[config.mk]
export PLATFORM = sky130hd
export DESIGN_NAME = microwave_timer
export DESIGN_NICKNAME = d
export VERILOG_FILES = /design/src/rtl/microwave_timer.sv
export SDC_FILE = /design/constraint.sdc
export NUM_CORES = 1
export LEC_CHECK = 0
export ABC_AREA = 0
export BUFFER_PORTS_ARGS = -buffer_cell sky130_fd_sc_hd__buf_2
export CAP_MARGIN = 20
export CORE_MARGIN = 4
export CORE_UTILIZATION = 58
export DETAILED_ROUTE_END_ITERATION = 16
export PLACE_DENSITY_LB_ADDON = 0.1
export SETUP_SLACK_MARGIN = 0.05
export SLEW_MARGIN = 40
export SYNTH_ARGS = -nofsm -noshare
export SYNTH_HDL_FRONTEND = slang
export SYNTH_SLANG_ARGS = --single-unit
[constraint.sdc]
create_clock -name clk -period 3.8 [get_ports clk]
set_clock_uncertainty 0.15 [all_clocks]
set_input_delay 0.95 -clock clk [delete_from_list [all_inputs] [get_ports clk]]
set_output_delay 0.95 -clock clk [all_outputs]
set_load 0.1 [all_outputs]
[src/rtl/microwave_timer.sv]
// Microwave cook timer: keypad entry of mm:ss in BCD, start/clear keys, 1 Hz countdown.
// Start/finish pulses go to the oven state machine. Countdown pauses while heat is low.
// Optional quick-start (+30 s key) is compiled in with `define MICROWAVE_QUICK_START_EN.
module microwave_timer (
  input  logic        clk,
  input  logic        nrst,
  input  logic        tick_i,
  input  logic        digit_valid_i,
  input  logic [3:0]  digit_i,
  input  logic        start_btn_i,
  input  logic        clear_btn_i,
  input  logic        door_i,
  input  logic        heat_i,
  output logic        start_o,
  output logic        finish_o,
  output logic [15:0] time_bcd_o,
  output logic        busy_o
);

  typedef enum logic [1:0] {StIdle, StSet, StRun} state_e;

  state_e      state_q, state_d;
  logic [15:0] time_q, time_d;
  logic        start_q, start_d;
  logic        finish_q, finish_d;
  logic        busy_q, busy_d;
  logic [15:0] time_dec;

  // One-second BCD countdown; seconds above 59 are decremented as entered.
  always_comb begin
    time_dec = time_q;
    if (time_q[3:0] != 4'd0) begin
      time_dec[3:0] = time_q[3:0] - 4'd1;
    end else if (time_q[7:4] != 4'd0) begin
      time_dec[7:4] = time_q[7:4] - 4'd1;
      time_dec[3:0] = 4'd9;
    end else if (time_q[15:8] != 8'h00) begin
      time_dec[7:0] = 8'h59;
      if (time_q[11:8] != 4'd0) begin
        time_dec[11:8] = time_q[11:8] - 4'd1;
      end else begin
        time_dec[11:8]  = 4'd9;
        time_dec[15:12] = time_q[15:12] - 4'd1;
      end
    end
  end

`ifdef MICROWAVE_QUICK_START_EN
  logic [15:0] time_add;
  logic [3:0]  s1_sum;

  // Add 30 s in BCD, carrying into minutes and saturating at 99:59.
  always_comb begin
    time_add = time_q;
    s1_sum   = time_q[7:4] + 4'd3;
    if (s1_sum < 4'd6) begin
      time_add[7:4] = s1_sum;
    end else if (time_q[15:8] == 8'h99) begin
      time_add = 16'h9959;
    end else begin
      time_add[7:4] = s1_sum - 4'd6;
      if (time_q[11:8] == 4'd9) begin
        time_add[11:8]  = 4'd0;
        time_add[15:12] = time_q[15:12] + 4'd1;
      end else begin
        time_add[11:8] = time_q[11:8] + 4'd1;
      end
    end
  end
`endif

  // Next-state logic; clear has priority over every other key and the tick.
  always_comb begin
    state_d  = state_q;
    time_d   = time_q;
    start_d  = 1'b0;
    finish_d = 1'b0;
    if (clear_btn_i) begin
      state_d  = StIdle;
      time_d   = 16'h0000;
      finish_d = (state_q == StRun);
    end else begin
      unique case (state_q)
        StIdle, StSet: begin
          if (start_btn_i && !door_i && (state_q == StSet)) begin
            state_d = StRun;
            start_d = 1'b1;
          end
`ifdef MICROWAVE_QUICK_START_EN
          else if (start_btn_i && !door_i) begin
            state_d = StRun;
            time_d  = 16'h0030;
            start_d = 1'b1;
          end
`endif
          else if (digit_valid_i && (digit_i <= 4'd9) && (time_q[15:12] == 4'd0)) begin
            time_d  = {time_q[11:0], digit_i};
            state_d = ({time_q[11:0], digit_i} != 16'h0000) ? StSet : StIdle;
          end
        end
        StRun: begin
`ifdef MICROWAVE_QUICK_START_EN
          if (start_btn_i) begin
            time_d = time_add;
          end else
`endif
          if (tick_i && heat_i) begin
            time_d = time_dec;
            if (time_dec == 16'h0000) begin
              state_d  = StIdle;
              finish_d = 1'b1;
            end
          end
        end
        default: begin
          state_d = StIdle;
          time_d  = 16'h0000;
        end
      endcase
    end
    busy_d = (state_d == StRun);
  end

  // State and registered outputs; reset drops everything without a finish pulse.
  always_ff @(posedge clk or negedge nrst) begin
    if (!nrst) begin
      state_q  <= StIdle;
      time_q   <= 16'h0000;
      start_q  <= 1'b0;
      finish_q <= 1'b0;
      busy_q   <= 1'b0;
    end else begin
      state_q  <= state_d;
      time_q   <= time_d;
      start_q  <= start_d;
      finish_q <= finish_d;
      busy_q   <= busy_d;
    end
  end

  assign start_o    = start_q;
  assign finish_o   = finish_q;
  assign time_bcd_o = time_q;
  assign busy_o     = busy_q;

endmodule
==> run summary <==
Die Ht -> 59.0 um
filler cell count -> 219
Max Transition Viols Final -> 0
CTS tree -> done
max-capacitance violation count -> 0
initial detailed-routing violation count -> 128
FF+latch count, synth -> 21
count leader, synth -> dfrtp_1
ys async rst share -> 1.00
final setup violation count -> 0
Netlist cell types -> 49
postcts setup bufs -> 0
Worst path top cell family by delay -> simple AND/OR/NAND/NOR gates
Storage cell area -> 526 um^2
slowest stage delay, CP -> 0.46 ns
HPWL after DPL -> 2930 um
CP required -> 3.85 ns
FMAX -> 364 MHz
Relative slew margins -> 0.571
share of layout cells above drive strength 1 -> 0.251
first-pass GRT wire length -> 7050 um
Synth Cell Area -> 1510 um^2
Worst-Skew Late Latency -> 0.32 ns
Port Buffers -> 30
Min-Delay Startpoint -> state_q[0]$_DFF_PN0_
gp weighted congestion -> 0.854
endpoint class of the critical path -> flip-flop
aggregate global-route resource usage -> 0.265
crit path buf inv count -> 1
full die area -> 3480 um^2
Yosys top cell by area -> dfrtp_1
post-synthesis sequential area ratio -> 0.348
Remaining DRCs -> 0
drt first pass iters -> 4
Avg WL per Cell -> 18.8 um
Leak -> 0.786 nW
vias after detailed routing -> 1,521
CP max FO -> 5
clock root cell -> clkbuf_4
worst hold slack -> 0.390 ns
Synth Instances -> 165
status -> completed
number of hold buffers added after CTS -> 0
Reg-to-Reg End -> state_q[1]$_DFF_PN0_
crit path cell chain -> inv_1 > ha_1 > or3b_4 > nor4_1 > mux2i_1 > nand4_1 > nor4_4 > o31ai_1
top-area cell type share of the netlist area -> 0.348
reg-to-reg slack, setup -> 1.05 ns
Fin. Hold Viols -> 0
area taken by multi-input logic gates -> 925 um^2
slew of the pin with the lowest slew margin -> 0.643 ns
TritonCTS Buffers -> 3
hold path endpoint -> state_q[0]$_DFF_PN0_
gr ovfl total -> 0
core outline area -> 2480 um^2
largest net degree at the start of global routing -> 22
crit path launch type -> flip-flop
min-delay worst type -> reg -> reg
synth cell count leaders -> 21 x dfrtp_1, 14 x a22o_1, 11 x nor2_1
vias in the first global route -> 1,419
reg2reg path depth -> 8
drt via density -> 6.88
RSZ-0062 raised after global routing -> no
I/O pin count -> 31
WP data arrival -> 2.80 ns
Layout area overhead -> 12.9%
# H-tree levels -> 1
number of flops mapped to enable cells by yosys -> 0
Worst Hold Path Cells -> 1
dominant synthesized flop cell -> dfrtp_1
nets -> 208
Sink Count -> 21
Longest Clk Path Bufs -> 2
Max VDD drop -> 0.378 mV
Die Wd -> 59.0 um
antenna violations before repair -> 0
top post-synthesis cells by area -> dfrtp_1 35%, a22o_1 8.1%, o31ai_1 3.5%, o2bb2ai_1 3.5%, ha_1 3.3%
post-synth net total -> 181
worst r2r src -> time_bcd_o[0]$_DFFE_PN0P_
Diodes inserted -> 0
Initial Util -> 0.610
antenna violation net count after detailed routing -> 0
crit share post-route -> 0.724
Setup CP Type -> reg -> reg
Mean Syn Cell Area -> 9.15 um^2
Clock transition at path regs -> 0.13 ns
DRT Wirelength -> 4150 um
post_cts resized -> 0
slowest CP cell -> dfrtp_1
total negative slack -> 0 ns
Syn. warnings -> 0
post-layout minimum cycle time -> 2.75 ns
Final Util -> 0.688
PD cells -> 495 nW/um^2
standard-cell rows -> 18
[worst register-to-register path, delay by kind of cell, from the launching register on]
kind                       cells  cell delay, ns
muxes                          1            0.36
adders and majority gates      1            0.23
DFF                            1            0.46
buffers and inverters          1            0.11
AOI/OAI and AO/OA              1            0.10
and+or+nand+nor                4            1.23
[layer usage]
layer,track usage,wire length (um),vias to the layer above,part of all wire
li1,-,-,695,-
met1,0.379,1750,725,0.42
met2,0.391,1900,90,0.46
met3,0.0370,408,11,0.098
met4,0.126,97,0,0.023
met5,0,0,-,0
[registers in the layout, summed over array words and instances (netlist names)]
signal and flops:
time_bcd_o 16, busy_o 1, start_o 1, state_q 2
finish_o 1
[metrics by stage]
step | cells | setup slack [ns] | area (um^2) | total power, W
floorplan | 165 | 0.794 | 1510 | 0.000634
global placement | 217 | 1.16 | 1680 | 0.000712
detailed placement | 217 | 1.06 | 1680 | 0.000722
CTS | 221 | 1.03 | 1700 | 0.000839
global route | 221 | 0.878 | 1710 | 0.000885
finish | 221 | 1.05 | 1710 | 0.000845
[cell families after synthesis]
| family | share of synthesized area |
|---|---|
| compound gates | 0.314 |
| fa+ha+maj | 0.0331 |
| buf+inv | 0.0464 |
| flops | 0.348 |
| mux | 0.0414 |
| simple gates | 0.217 |
[power breakdown]
part,switching [W],internal (W),total [W],leakage (nW)
Clock,0.0000778,0.0000412,0.000119,0.0150
Combinational,0.000311,0.000132,0.000443,0.486
Sequential,0.0000394,0.000243,0.000283,0.285
[layout by cell type (no fill, tap or decap), drive strengths merged, types with 3 or more instances in the layout]
cell type and count:
buf 31, dfrtp 21, a22o 14, nor2 11
a21oi 10, inv 9, o21ai 8, nand2 8
o31ai 7, nor3 6, o2bb2ai 6, nor4 6
mux2i 4, o22ai 4, ha 4, nand3 4
clkbuf 4, a211oi 3, nor3b 3, or3b 3
[final cells by class]
| class | instances | share of cell area |
|---|---|---|
| Clock buffer | 4 | 0.0154 |
| Multi-Input combinational cell | 126 | 0.542 |
| Timing Repair Buffer | 31 | 0.0924 |
| Sequential cell | 21 | 0.308 |
| Tap cell | 30 | 0.0220 |
| Inverter | 9 | 0.0198 |
[worst max path at each step]
stage / start / endpoint / depth (start not counted)
6_report: time_bcd_o[0]$_DFFE_PN0P_ / state_q[1]$_DFF_PN0_ / 8
5_1_grt: time_bcd_o[0]$_DFFE_PN0P_ / busy_o$_DFF_PN0_ / 8
4_1_cts: time_bcd_o[13]$_DFFE_PN0P_ / time_bcd_o[0]$_DFFE_PN0P_ / 7
3_5_place_dp: time_bcd_o[13]$_DFFE_PN0P_ / time_bcd_o[0]$_DFFE_PN0P_ / 7
3_3_place_gp: clear_btn_i / time_bcd_o[5]$_DFFE_PN0P_ / 6
2_1_floorplan: time_bcd_o[12]$_DFFE_PN0P_ / time_bcd_o[13]$_DFFE_PN0P_ / 8
Note: power is estimated with default switching activity, not from simulation.
